## config.mk

```make
export PLATFORM = sky130hd
export DESIGN_NAME = sdram_probe_clear
export DESIGN_NICKNAME = d
export VERILOG_FILES = /design/src/rtl/sdram_probe_clear_pkg.sv /design/src/rtl/sdram_probe_clear_seq.sv /design/src/rtl/sdram_probe_clear.sv
export SDC_FILE = /design/constraint.sdc
export NUM_CORES = 1
export LEC_CHECK = 0
export ABC_AREA = 1
export BUFFER_PORTS_ARGS = -buffer_cell sky130_fd_sc_hd__buf_4
export CAP_MARGIN = 20
export CORE_MARGIN = 8
export CORE_UTILIZATION = 49
export CTS_BUF_LIST = sky130_fd_sc_hd__clkbuf_8
export CTS_CLUSTER_DIAMETER = 100
export CTS_CLUSTER_SIZE = 24
export DETAILED_ROUTE_END_ITERATION = 8
export GPL_ROUTABILITY_DRIVEN = 0
export GPL_TIMING_DRIVEN = 1
export PLACE_DENSITY = 0.82
export SLEW_MARGIN = 20
export SYNTH_ARGS = -nofsm -noshare
export SYNTH_HDL_FRONTEND = slang
export SYNTH_SLANG_ARGS = --single-unit
```

## constraint.sdc

```tcl
create_clock -name clk_sys -period 1.9 [get_ports clk_sys]
set_input_delay 0.095 -clock clk_sys [delete_from_list [all_inputs] [get_ports clk_sys]]
set_output_delay 0.095 -clock clk_sys [all_outputs]
set_load 0.03 [all_outputs]
```

## src/rtl/sdram_probe_clear_pkg.sv

```systemverilog
// Shared types and helpers for the SDRAM size probe / clear block.
// Optional clear sweep is enabled by defining SDRAM_PROBE_CLEAR_EN.
package sdram_probe_pkg;

    typedef enum logic [2:0] {
        ST_WAIT_INIT,
        ST_WR_SIG,
        ST_WR_SCRUB,
        ST_RD_SIG,
        ST_EVAL,
        ST_CLEAR,
        ST_DONE
    } probe_state_e;

    typedef enum logic [1:0] {
        SEQ_IDLE,
        SEQ_ISSUE,
        SEQ_GAP,
        SEQ_WAIT
    } seq_state_e;

    // Written to the scrub address between signature writes and reads.
    localparam int unsigned SCRUB_DATA = 12345;

    // Signature for probe point i; caller truncates to the data width.
    function automatic logic [31:0] sig(input int unsigned i, input int unsigned base);
        return base * (i + 1);
    endfunction

    // Probe address i: 0 for the first point, then successive powers of two.
    function automatic logic [63:0] probe_addr(input int unsigned i, input int unsigned first_log2);
        if (i == 0) return '0;
        return 64'd1 << (first_log2 + i - 1);
    endfunction

endpackage

```

## src/rtl/sdram_probe_clear_seq.sv

```systemverilog
// Single-access handshake sequencer: issue one request cycle, skip one GAP
// cycle, then wait for i_mem_ready. Shared by the probe and clear phases.
module mem_access_seq
    import sdram_probe_pkg::*;
#(
    parameter int unsigned ADDR_W = 27,
    parameter int unsigned DATA_W = 16
) (
    input  logic              i_clk,
    input  logic              i_rst_n,
    input  logic              i_go,
    input  logic              i_is_wr,
    input  logic [ADDR_W-1:0] i_addr,
    input  logic [DATA_W-1:0] i_din,
    output logic              o_busy,
    output logic              o_cpl,
    output logic              o_rdata_valid,
    output logic [DATA_W-1:0] o_rdata,
    output logic [ADDR_W-1:0] o_mem_addr,
    output logic [DATA_W-1:0] o_mem_din,
    output logic              o_mem_we,
    output logic              o_mem_rd,
    input  logic [DATA_W-1:0] i_mem_dout,
    input  logic              i_mem_ready
);

    seq_state_e        r_state;
    seq_state_e        w_state_nxt;
    logic              r_is_wr;
    logic [ADDR_W-1:0] r_addr;
    logic [DATA_W-1:0] r_din;
    logic              w_accept;

    assign w_accept = (r_state == SEQ_IDLE) && i_go && i_mem_ready;

    // State register; reset aborts any access in flight.
    always_ff @(posedge i_clk) begin
        if (!i_rst_n) r_state <= SEQ_IDLE;
        else          r_state <= w_state_nxt;
    end

    // Latch the request so addr/din stay stable until the next one.
    always_ff @(posedge i_clk) begin
        if (!i_rst_n) begin
            r_is_wr <= 1'b0;
            r_addr  <= '0;
            r_din   <= '0;
        end else if (w_accept) begin
            r_is_wr <= i_is_wr;
            r_addr  <= i_addr;
            r_din   <= i_din;
        end
    end

    // Next-state: ready is ignored during the GAP cycle.
    always_comb begin
        w_state_nxt = r_state;
        case (r_state)
            SEQ_IDLE:  if (i_go && i_mem_ready) w_state_nxt = SEQ_ISSUE;
            SEQ_ISSUE: w_state_nxt = SEQ_GAP;
            SEQ_GAP:   w_state_nxt = SEQ_WAIT;
            SEQ_WAIT:  if (i_mem_ready) w_state_nxt = SEQ_IDLE;
            default:   w_state_nxt = SEQ_IDLE;
        endcase
    end

    assign o_mem_we      = (r_state == SEQ_ISSUE) &&  r_is_wr;
    assign o_mem_rd      = (r_state == SEQ_ISSUE) && !r_is_wr;
    assign o_mem_addr    = r_addr;
    assign o_mem_din     = r_din;
    assign o_busy        = (r_state != SEQ_IDLE);
    assign o_cpl         = (r_state == SEQ_WAIT) && i_mem_ready;
    assign o_rdata_valid = o_cpl && !r_is_wr;
    assign o_rdata       = i_mem_dout;

endmodule

```

## src/rtl/sdram_probe_clear.sv

```systemverilog
// SDRAM size probe with optional paced clear of the detected region.
// Define SDRAM_PROBE_CLEAR_EN to build the clear sweep; otherwise EVAL goes
// straight to DONE and clear_busy is tied low.
module sdram_probe_clear
    import sdram_probe_pkg::*;
#(
    parameter int unsigned ADDR_W      = 27,
    parameter int unsigned DATA_W      = 16,
    parameter int unsigned NPROBE      = 3,
    parameter int unsigned PROBE_LOG2  = 25,
    parameter int unsigned SIG_BASE    = 1032,
    parameter int unsigned CLEAR_GAP   = 32,
    parameter int unsigned CLEAR_VALUE = 0
) (
    input  logic              clk_sys,
    input  logic              reset_n,
    input  logic              start,
    output logic [ADDR_W-1:0] mem_addr,
    output logic [DATA_W-1:0] mem_din,
    output logic              mem_we,
    output logic              mem_rd,
    input  logic [DATA_W-1:0] mem_dout,
    input  logic              mem_ready,
    output logic [NPROBE-1:0] size_mask,
    output logic              size_valid,
    output logic              size_err,
    output logic              clear_busy,
    output logic              done
);

    localparam int unsigned       IDX_W    = (NPROBE > 1) ? $clog2(NPROBE) : 1;
    localparam logic [IDX_W-1:0]  IDX_LAST = IDX_W'(NPROBE - 1);
    localparam logic [IDX_W-1:0]  IDX_ONE  = IDX_W'(1);
    localparam logic [ADDR_W-1:0] A_SCRUB  = ADDR_W'(64'd1 << (PROBE_LOG2 - 1));

    if (NPROBE < 1 || NPROBE > 8) begin : g_bad_nprobe
        $error("sdram_probe_clear: NPROBE must be 1..8");
    end
    if (PROBE_LOG2 < 1 || ADDR_W < PROBE_LOG2 + NPROBE - 1) begin : g_bad_addr
        $error("sdram_probe_clear: PROBE_LOG2/ADDR_W out of range");
    end
    if (CLEAR_GAP < 2) begin : g_bad_gap
        $error("sdram_probe_clear: CLEAR_GAP must be >= 2");
    end
    if (DATA_W < 32 && CLEAR_VALUE >= (1 << DATA_W)) begin : g_bad_cval
        $error("sdram_probe_clear: CLEAR_VALUE does not fit DATA_W");
    end

    probe_state_e      r_state;
    probe_state_e      w_state_nxt;
    logic [IDX_W-1:0]  r_idx;
    logic [NPROBE-1:0] r_mask;
    logic              r_valid;
    logic              r_err;

    logic              w_go;
    logic              w_is_wr;
    logic [ADDR_W-1:0] w_addr;
    logic [DATA_W-1:0] w_din;
    logic              w_busy;
    logic              w_cpl;
    logic              w_rdata_valid;
    logic [DATA_W-1:0] w_rdata;
    logic              w_last_idx;
    logic [DATA_W-1:0] w_sig_cur;
    logic [ADDR_W-1:0] w_probe_addr;

    assign w_last_idx   = (r_idx == '0);
    assign w_sig_cur    = DATA_W'(sig(32'(r_idx), SIG_BASE));
    assign w_probe_addr = ADDR_W'(probe_addr(32'(r_idx), PROBE_LOG2));

    mem_access_seq #(
        .ADDR_W (ADDR_W),
        .DATA_W (DATA_W)
    ) u_seq (
        .i_clk         (clk_sys),
        .i_rst_n       (reset_n),
        .i_go          (w_go),
        .i_is_wr       (w_is_wr),
        .i_addr        (w_addr),
        .i_din         (w_din),
        .o_busy        (w_busy),
        .o_cpl         (w_cpl),
        .o_rdata_valid (w_rdata_valid),
        .o_rdata       (w_rdata),
        .o_mem_addr    (mem_addr),
        .o_mem_din     (mem_din),
        .o_mem_we      (mem_we),
        .o_mem_rd      (mem_rd),
        .i_mem_dout    (mem_dout),
        .i_mem_ready   (mem_ready)
    );

`ifdef SDRAM_PROBE_CLEAR_EN
    localparam int unsigned       GAP_W   = $clog2(CLEAR_GAP + 1);
    localparam logic [ADDR_W:0]   CNT_ONE = (ADDR_W + 1)'(1);
    localparam logic [GAP_W-1:0]  GAP_ONE = GAP_W'(1);

    // Counter is one bit wider than the address so L = 2^ADDR_W terminates.
    logic [ADDR_W:0]  r_clr_cnt;
    logic [ADDR_W:0]  r_clr_lim;
    logic [ADDR_W:0]  w_clr_lim;
    logic [ADDR_W:0]  w_clr_next;
    logic [GAP_W-1:0] r_gap;
    logic             w_run;
    int unsigned      w_k;

    assign w_clr_next = r_clr_cnt + CNT_ONE;

    // Clear limit from the contiguous low prefix of the mask only.
    always_comb begin
        w_k   = 0;
        w_run = r_mask[0];
        for (int unsigned i = 1; i < NPROBE; i++) begin
            w_run = w_run & r_mask[i];
            if (w_run) w_k = i;
        end
        w_clr_lim = CNT_ONE << (PROBE_LOG2 + w_k);
    end

    // Clear address counter and request pacing countdown.
    always_ff @(posedge clk_sys) begin
        if (!reset_n) begin
            r_clr_cnt <= '0;
            r_clr_lim <= '0;
            r_gap     <= '0;
        end else if (r_state == ST_EVAL) begin
            r_clr_cnt <= '0;
            r_clr_lim <= w_clr_lim;
            r_gap     <= '0;
        end else if (r_state == ST_CLEAR) begin
            if (w_go && mem_ready)  r_gap <= GAP_W'(CLEAR_GAP - 1);
            else if (r_gap != '0)   r_gap <= r_gap - GAP_ONE;
            if (w_cpl) r_clr_cnt <= w_clr_next;
        end
    end

    assign clear_busy = (r_state == ST_CLEAR);
`else
    assign clear_busy = 1'b0;
`endif

    // Main state register.
    always_ff @(posedge clk_sys) begin
        if (!reset_n) r_state <= ST_WAIT_INIT;
        else          r_state <= w_state_nxt;
    end

    // Next-state and request generation; one access per probe step.
    always_comb begin
        w_state_nxt = r_state;
        w_go        = 1'b0;
        w_is_wr     = 1'b1;
        w_addr      = '0;
        w_din       = '0;
        case (r_state)
            ST_WAIT_INIT: if (mem_ready) w_state_nxt = ST_WR_SIG;
            ST_WR_SIG: begin
                w_go   = !w_busy;
                w_addr = w_probe_addr;
                w_din  = w_sig_cur;
                if (w_cpl && w_last_idx) w_state_nxt = ST_WR_SCRUB;
            end
            ST_WR_SCRUB: begin
                w_go   = !w_busy;
                w_addr = A_SCRUB;
                w_din  = DATA_W'(SCRUB_DATA);
                if (w_cpl) w_state_nxt = ST_RD_SIG;
            end
            ST_RD_SIG: begin
                w_go    = !w_busy;
                w_is_wr = 1'b0;
                w_addr  = w_probe_addr;
                if (w_rdata_valid && w_last_idx) w_state_nxt = ST_EVAL;
            end
`ifdef SDRAM_PROBE_CLEAR_EN
            ST_EVAL: w_state_nxt = r_mask[0] ? ST_CLEAR : ST_DONE;
            ST_CLEAR: begin
                w_go   = !w_busy && (r_gap == '0);
                w_addr = r_clr_cnt[ADDR_W-1:0];
                w_din  = DATA_W'(CLEAR_VALUE);
                if (w_cpl && (w_clr_next == r_clr_lim)) w_state_nxt = ST_DONE;
            end
`else
            ST_EVAL: w_state_nxt = ST_DONE;
`endif
            ST_DONE: if (start) w_state_nxt = ST_WAIT_INIT;
            default: w_state_nxt = ST_WAIT_INIT;
        endcase
    end

    // Probe index, result mask and status flags.
    always_ff @(posedge clk_sys) begin
        if (!reset_n) begin
            r_idx   <= '0;
            r_mask  <= '0;
            r_valid <= 1'b0;
            r_err   <= 1'b0;
        end else begin
            case (r_state)
                ST_WAIT_INIT: begin
                    r_idx  <= IDX_LAST;
                    r_mask <= '0;
                end
                ST_WR_SIG: if (w_cpl) r_idx <= w_last_idx ? IDX_LAST : r_idx - IDX_ONE;
                ST_RD_SIG: if (w_rdata_valid) begin
                    r_mask[r_idx] <= (w_rdata == w_sig_cur);
                    if (!w_last_idx) r_idx <= r_idx - IDX_ONE;
                end
                ST_EVAL: begin
                    r_valid <= 1'b1;
                    r_err   <= ~r_mask[0];
                end
                ST_DONE: if (start) begin
                    r_valid <= 1'b0;
                    r_err   <= 1'b0;
                end
                default: ;
            endcase
        end
    end

    assign size_mask  = r_mask;
    assign size_valid = r_valid;
    assign size_err   = r_err;
    assign done       = (r_state == ST_DONE);

endmodule
```

# Yosys cells after proc, flatten, opt, wreduce, memory -nomap -nowiden
# Index checks and enable logic that the tools add are counted.
[classes]
order_cmp = 2
reduce_logical = 26
shifts = 1
bitwise = 1
n_eq_ne = 19
muxes = 29
add_sub_neg = 4
mul = 1
[ops]
columns = ["cell", "count"]
rows = [
  ["$mux W27", 2],
  ["$pmux W27 S2", 1],
  ["$shl A1 B32 Y27 const A", 1],
  ["$pmux W14 S2", 1],
  ["$mux W3", 6],
  ["$pmux W3 S6", 1],
  ["$eq A16 B14 Y1", 1],
  ["$ne A2 B2 Y1 const B", 8],
  ["$mux W2", 6],
  ["$mul A8 B3 Y11 const A", 1],
  ["$logic_and A1 B1 Y1", 10],
  ["$pmux W2 S4", 1],
  ["$sub A6 B1 Y7 const B", 1],
  ["$add A5 B2 Y6 const A", 1],
  ["$eq A3 B2 Y1 const B", 2],
  ["$eq A3 B3 Y1 const B", 2],
  ["$pmux W2 S3", 1],
  ["$pmux W3 S2", 1],
  ["$reduce_and A2 Y1", 3],
  ["$reduce_bool A2 Y1", 3],
  ["$mux W1", 5],
  ["$reduce_and A5 Y1", 1],
  ["$eq A2 B2 Y1 const B", 2],
  ["$logic_not A2 Y1", 2],
  ["other kinds (17)", 20],
]
[word_totals]
output_inout_bits = 52
reg_bits = 56
in_bits = 20

# Logic depth before layout (Yosys ltp)
# Gate-level depths: netlist of the first run.
[depth]
depth_word = 7
mapped_depth = 10

# Hierarchy
# Synthesis of the first run repeated with hierarchy kept, for this count alone.
[hier_totals]
hier_cells = 402
hier_area_um2 = 2879.0
[modules_own_cells]
columns = ["module", "area_per_inst_um2", "cells_per_inst", "n_inst", "seq_area_each_um2"]
rows = [
  ["mem_access_seq", 1975.6, 238, 1, 920.9],
  ["sdram_probe_clear", 903.4, 164, 1, 200.2],
]

# Worst setup path before layout of the first run
# OpenSTA, ideal clock, no wires.
[synth_timing]
path_type = "register to register"
from = "reg r_idx[0]"
to = "reg r_mask[1] (netlist: size_mask[1])"
required_ns = 1.836
path_buffers = 0
synth_period_minus_slack_ns = 1.486
arrival_ns = 1.421
slack_ns = 0.414
path_stages_with_launch = 11
setup_ns = 0.064
path_cell_list = "dfxtp_1 > inv_1 > ha_1 > inv_1 > nand2_1 > nand2_1 > nor2_1 > nand3_1 > nor2_1 > nor2_1 > nor2_1"
[synth_via]
elab_chain_cells = 7
elab_cells_between_ends = 11
cone_classes = "add/sub (1); mul (1); order compare (2); eq/ne (1); mux (5); reduce/logical (1)"
[synth_rtl]
columns = ["item", "line_no", "source"]
rows = [
  ["start: declaration", "sdram_probe_clear.sv:51", "logic [IDX_W-1:0] r_idx;"],
  ["start signal: assignment", "sdram_probe_clear.sv:205", "ST_WR_SIG: if (w_cpl) r_idx <= w_last_idx ? IDX_LAST : r_idx - IDX_ONE;"],
  ["start signal: assignment", "sdram_probe_clear.sv:208", "if (!w_last_idx) r_idx <= r_idx - IDX_ONE;"],
  ["parallel branches: the longest is 4 deep, another holds $mul A8 B3 Y11", "-", ""],
  ["$bwmux W3 *", "sdram_probe_clear.sv:207", "r_mask[r_idx] <= (w_rdata == w_sig_cur);"],
  ["$mux W3 *", "sdram_probe_clear.sv:206", "ST_RD_SIG: if (w_rdata_valid) begin"],
  ["$pmux W3 S2 *", "sdram_probe_clear.sv:200", "case (r_state)"],
  ["end signal: indexed assignment", "sdram_probe_clear.sv:207", ""],
  ["end: declaration", "sdram_probe_clear.sv:52", "logic [NPROBE-1:0] r_mask;"],
]
# Mark *: on every way between the ends. The select of a mux whose other input is x is not followed.
# A chain may end at the register's enable or synchronous reset.

# Final worst setup path of the first run
[layout_timing]
from = "reg r_idx[0]"
to = "reg r_mask[0] (netlist: size_mask[0])"
# Same word-level chain as after synthesis.

==> summary.txt, run 1 <==
Layout
  • Most common cell after layout, fill and taps aside: nand2_1
  • # diodes: 0
  • Fill cell count: 330
  • Area delta synth->final: 16.41%
  • Commonest non-fill, non-tap cells in the layout: nand2_1, buf_4, nor2_1
  • Final Non-Filler Cells: 339
  • Share of layout cells above drive strength 1: 19.80%
  • Final nets: 324

Die
  • Core Rows: 21
  • Die H: 73.84 um
  • Initial Utilization: 49.90%
  • Die X: 73.84 um
  • Core box area: 3284 um2
  • Die Area: 5452 um2
  • Top Ports: 72

Detailed routing
  • WL final: 3.773 mm
  • First-pass iteration count of the detailed router: 4
  • Met2 wire len: 1.866 mm
  • Vias after detailed routing: 1525
  • 1st-iter DRT viols: 104
  • Vias/cell: 4.499
  • Top layer reached by signal wires: met4
  • M1 WL: 1.481 mm
  • DRC errors left: 0
  • Met3 routed WL: 374 um
  • Final ANT Viol Nets: 0
  • Avg WL per Cell: 11.13 um

Yosys
  • Yosys reg bits: 22
  • Post-synthesis sequential area ratio: 26.87%
  • Netlist cell types: 23
  • Cell taking the most area after synthesis: dfxtp_1
  • Post-Syn Area: 1639 um2
  • Share of the synthesized area in the top cell type: 26.87%
  • Post-Synthesis Cells: 255
  • Synth Area per Inst: 6.428 um2
  • Ys Warns: 0
  • Largest cells by area after synthesis: dfxtp_1, buf_4, nand2_1

Clock network
  • CTS HTree Levels: 1
  • Sink Count: 22
  • Clock transition at path regs: 0.08 ns
  • CTS Buf Count: 3
  • CTS Hold Buffers Added: 0
  • # Post-CTS Setup Buffers: 0
  • CTS root buf: clkbuf_8
  • Clock Path Buffers: 2
  • CTS tree: done
  • Worst skew pair latency: 0.26 ns
  • Post-CTS sizing: 0

Place
  • Post-DP HPWL: 3.025 mm
  • Buffers on Ports: 38
  • DP Worst Slack: 0.1973 ns
  • Placed instance count: 335

Power and ir drop
  • Pwr Density: 1349 nW/um2
  • Peak supply drop: 684.4 uV
  • Tot Pwr: 2574 uW
  • Leakage power total: 0.001054 uW

Worst setup path
  • CP Class: register to register
  • FF-to-FF Start: r_idx[0]
  • Crit end category: register
  • Startpoint Class: register
  • Crit-path max FO: 7
  • Critical Path RT: 2.10 ns
  • Arrival @ worst endpoint: 1.86 ns
  • Reg2Reg Depth: 10
  • R2R setup slack: 0.24 ns
  • Timing startpoint of the critical path: r_idx[0]
  • Worst r2r dst: size_mask[0]

Worst hold path
  • Hold-critical path depth: 3
  • Hold path endpoint: r_state[0]
  • Hold path startpoint: reset_n
  • HP Class: input pin to register

Run status
  • Status: complete, no violations

STA
  • Final Skew: 0.001967 ns
  • Hold WS: 0.1088 ns
  • Total negative slack: 0 ns
  • Setup violators final: 0
  • Fin crit period: 1.664 ns
  • Slew Viols, Final: 0
  • Final Hold Vio Count: 0
  • Fmax: 601.0 MHz
  • Unrepaired setup endpoints after global routing: no
  • Post-route clock period utilization: 87.57%
  • Setup ws final: 0.2362 ns

Global routing
  • Total congestion overflow: 0
  • Antenna violations before repair: 0
  • First-pass GRT wire length: 5.871 mm
  • Largest net degree at the start of global routing: 15
  • GRT Resource Usage Total: 13.38%
  • Vias in the first global route: 1359

Run
  • Maxcap violations: 0
per-stage QoR:
stage	area, um2	utilization (%)
2_1_floorplan	1759	-
4_1_cts	1907	58.06
3_3_place_gp	1836	55.89
6_report	1908	58.10
5_1_grt	1908	58.10
3_5_place_dp	1836	55.89
sequential cells by signal, summed over array words and instances, names as in the netlist:
name,cells
u_seq.r_is_wr,1
r_state,3
u_seq.o_mem_din,6
r_idx,2
u_seq.r_state,2
size_mask,3
size_err,1
u_seq.o_mem_addr,3
size_valid,1
layout make-up:
| class | instances | area, um2 | share of cell area (%) |
|---|---|---|---|
| tap | 46 | 57.56 | 3.016 |
| clock inverter | 1 | 30.03 | 1.574 |
| clock buffer | 3 | 41.29 | 2.164 |
| inverter | 34 | 127.6 | 6.689 |
| multi-input combinational | 194 | 917.1 | 48.07 |
| timing repair buffer | 39 | 292.8 | 15.34 |
| sequential | 22 | 441.7 | 23.15 |
layer usage:
| metal | track usage (%) | vias up |
|---|---|---|
| met5 | 0 | - |
| li1 | - | 795 |
| met3 | 3.547 | 7 |
| met1 | 14.84 | 663 |
| met4 | 4.213 | 0 |
| met2 | 23.92 | 60 |
critical path, stage by stage (launching register included):
cell and delay (ns):
dfxtp_2 0.40, inv_1 0.11, ha_1 0.39, inv_1 0.06, nand2_1 0.07, nand2_1 0.06
nor2_1 0.15, nand2_1 0.06, nor2_1 0.11, nand3_1 0.08, a21oi_1 0.12
how the worst max path moves through the flow:
| stage | to | cells after the start |
|---|---|---|
| CTS | size_mask[1] | 10 |
| finish | size_mask[0] | 10 |
| global route | size_mask[2] | 10 |
| detailed placement | size_mask[1] | 10 |
| global placement | size_mask[1] | 10 |
| floorplan | size_mask[1] | 10 |
synth_stat cells:
cell type   n
nand3_2     1
o22ai_1     1
conb_1      1
or2_2       1
a31oi_1     2
nand3_1    11
dfxtp_1    22
nor2_1     37
nand2_2     2
clkbuf_1    1
o21ai_0    13
a21oi_1    15
and2_1      1
nand2_1    58
inv_1      30
xor2_1      1
nor2_2      5
ha_1       10
buf_4      36
a22oi_1     1
nor3_1      1
nor3_2      1
inv_2       4
logic make-up after synthesis:
family | share of synthesized area, %
adders and majority gates | 7.634
DFF | 26.87
buffers and inverters | 24.50
and+or+nand+nor | 30.08
xor gates and xnor gates | 0.5344
AOI/OAI and AO/OA | 10.15
other | 0.2288
where the power goes:
| group | switching (uW) | internal [uW] | total [uW] |
|---|---|---|---|
| Clock | 158 | 281 | 440 |
| Combinational | 961 | 466 | 1430 |
| Sequential | 128 | 578 | 707 |
| Total | 1250 | 1330 | 2570 |
(Power assumes the default switching activity.)
==> inputs of run 2 (changes only) <==
--- a/config.mk
+++ b/config.mk
@@ -8,7 +8,7 @@
 export ABC_AREA = 1
 export BUFFER_PORTS_ARGS = -buffer_cell sky130_fd_sc_hd__buf_4
 export CAP_MARGIN = 20
-export CORE_MARGIN = 8
+export CORE_MARGIN = 2
 export CORE_UTILIZATION = 49
 export CTS_BUF_LIST = sky130_fd_sc_hd__clkbuf_8
 export CTS_CLUSTER_DIAMETER = 100
==> summary.txt, run 2 (synthesis results as in run 1) <==
Run status
  • Status: complete, no violations

Die
  • Top Ports: 72
  • Die H: 61.84 um
  • Core Rows: 20
  • Die X: 61.84 um
  • Core box area: 3128 um2
  • Initial Utilization: 52.40%
  • Die Area: 3824 um2

Worst setup path
  • CP max stage delay: 0.39 ns
  • Arrival @ worst endpoint: 1.80 ns
  • Crit-path max FO: 7
  • Crit-path most repeated cell: nor2_1
  • Largest delay share family, worst path: simple AND/OR/NAND/NOR gates
  • Timing startpoint of the critical path: r_idx[0]
  • CP Cell Sequence: inv_1, ha_1, inv_1, nand2_1, nand2_1, nor2_1, nand3_1, nor2_1, nor2_1, nor2_1
  • Reg2Reg Depth: 10
  • R2R setup slack: 0.31 ns
  • Startpoint Class: register
  • FF-to-FF Start: r_idx[0]
  • CP Class: register to register
  • Worst r2r dst: size_mask[2]
  • WP buf/inv: 2
  • CP max stage cell: dfxtp_2
  • Crit end category: register
  • Critical Path RT: 2.11 ns

STA
  • Total negative slack: 0 ns
  • Slew Viols, Final: 0
  • Setup violators final: 0
  • Fin crit period: 1.586 ns
  • Final Skew: 0.001393 ns
  • Fmax: 630.5 MHz
  • Setup ws final: 0.3140 ns
  • Final Hold Vio Count: 0
  • Unrepaired setup endpoints after global routing: no
  • Post-route clock period utilization: 83.47%

Detailed routing
  • First-pass iteration count of the detailed router: 4
  • Final ANT Viol Nets: 0
  • Avg WL per Cell: 9.573 um
  • Top layer reached by signal wires: met4
  • Met2 wire len: 1.435 mm
  • Met3 routed WL: 243 um
  • Vias after detailed routing: 1532
  • Vias/cell: 4.546
  • M1 WL: 1.504 mm
  • WL final: 3.226 mm
  • DRC errors left: 0
  • 1st-iter DRT viols: 57

Layout
  • Final nets: 324
  • Final Non-Filler Cells: 337
  • Most common cell after layout, fill and taps aside: nand2_1
  • Post-route cell area: 1906 um2
  • # diodes: 0
  • Area delta synth->final: 16.26%
  • Share of layout cells above drive strength 1: 19.80%
  • Max reg flops: 6
  • Commonest non-fill, non-tap cells in the layout: nand2_1, buf_4, nor2_1

Clock network
  • CTS HTree Levels: 1
  • CTS root buf: clkbuf_8
  • Sink Count: 22
  • CTS Buf Count: 3
  • Clock Path Buffers: 2
  • Worst skew pair latency: 0.26 ns
  • Clock transition at path regs: 0.08 ns
  • CTS tree: done

Power and ir drop
  • Pwr Density: 1336 nW/um2
  • Peak supply drop: 745.3 uV
  • Leakage power total: 0.001054 uW
  • Tot Pwr: 2545 uW

Global routing
  • Antenna violations before repair: 0
  • First-pass GRT wire length: 5.319 mm
  • Vias in the first global route: 1285
  • GRT Resource Usage Total: 18.68%
  • Largest net degree at the start of global routing: 15
  • Total congestion overflow: 0

Place
  • DP Worst Slack: 0.2423 ns
  • Buffers on Ports: 38
  • Placed instance count: 333
  • DP Area: 1833 um2
  • Post-DP HPWL: 2.681 mm

Worst hold path
  • Hold path endpoint: u_seq.r_state[1]
  • HP Class: input pin to register
  • Hold-critical path depth: 3
  • Hold path startpoint: reset_n

Run
  • Maxcap violations: 0
## run 2: power by group
part / switching [uW] / leakage (uW) / internal (uW) / total, uW
Combinational: 936 / 0.000838 / 467 / 1400
Sequential: 130 / 0.000180 / 578 / 708
Clock: 153 / 0.0000357 / 282 / 434
Total: 1220 / 0.00105 / 1330 / 2550
## run 2: worst max path at each step
| stage | to | slack, ns | cells after the start |
|---|---|---|---|
| 3_5_place_dp | size_mask[1] | 0.24 | 10 |
| 4_1_cts | size_mask[1] | 0.22 | 10 |
| 5_1_grt | size_mask[1] | 0.09 | 10 |
| 6_report | size_mask[2] | 0.31 | 10 |
| 3_3_place_gp | size_mask[1] | 0.31 | 10 |
| 2_1_floorplan | size_mask[1] | 0.41 | 10 |
## run 2: through the flow
| stage | utilization [%] | hold slack [ns] |
|---|---|---|
| 2_1_floorplan | - | 0.2154 |
| 3_3_place_gp | 58.60 | 0.3887 |
| 3_5_place_dp | 58.60 | 0.3905 |
| 4_1_cts | 60.88 | 0.09958 |
| 5_1_grt | 60.92 | 0.1083 |
| 6_report | 60.92 | 0.1069 |
## run 2: repair_timing
| action | in CTS | in global routing |
|---|---|---|
| setup endpoints to repair | 0 | 2 |
| resized for setup | 0 | 1 |
| buffers inserted | 0 | 0 |
| endpoints found under the hold margin | 0 | 0 |
| hold buffers | 0 | 0 |
## run 2: cell type report
| class | count | area, um2 |
|---|---|---|
| fillers | 312 | 1222 |
| repair buffers | 39 | 292.8 |
| well taps | 44 | 55.05 |
| multi-input cells | 194 | 917.1 |
| flip-flops and latches | 22 | 441.7 |
| inverters | 34 | 127.6 |
| clock inverters | 1 | 30.03 |
| clock buffers | 3 | 41.29 |
## run 2: worst reg2reg max path, cell delays in order (launching register included)
cell	delay (ns)
dfxtp_2	0.39
inv_1	0.11
ha_1	0.38
inv_1	0.06
nand2_1	0.05
nand2_1	0.04
nor2_1	0.13
nand3_1	0.09
nor2_1	0.15
nor2_1	0.06
nor2_1	0.08
## run 2: layer usage
layer,GRT usage (%),vias to the layer above
met3,4.348,5
li1,-,797
met5,0,-
met1,23.81,672
met4,6.687,0
met2,30.83,58
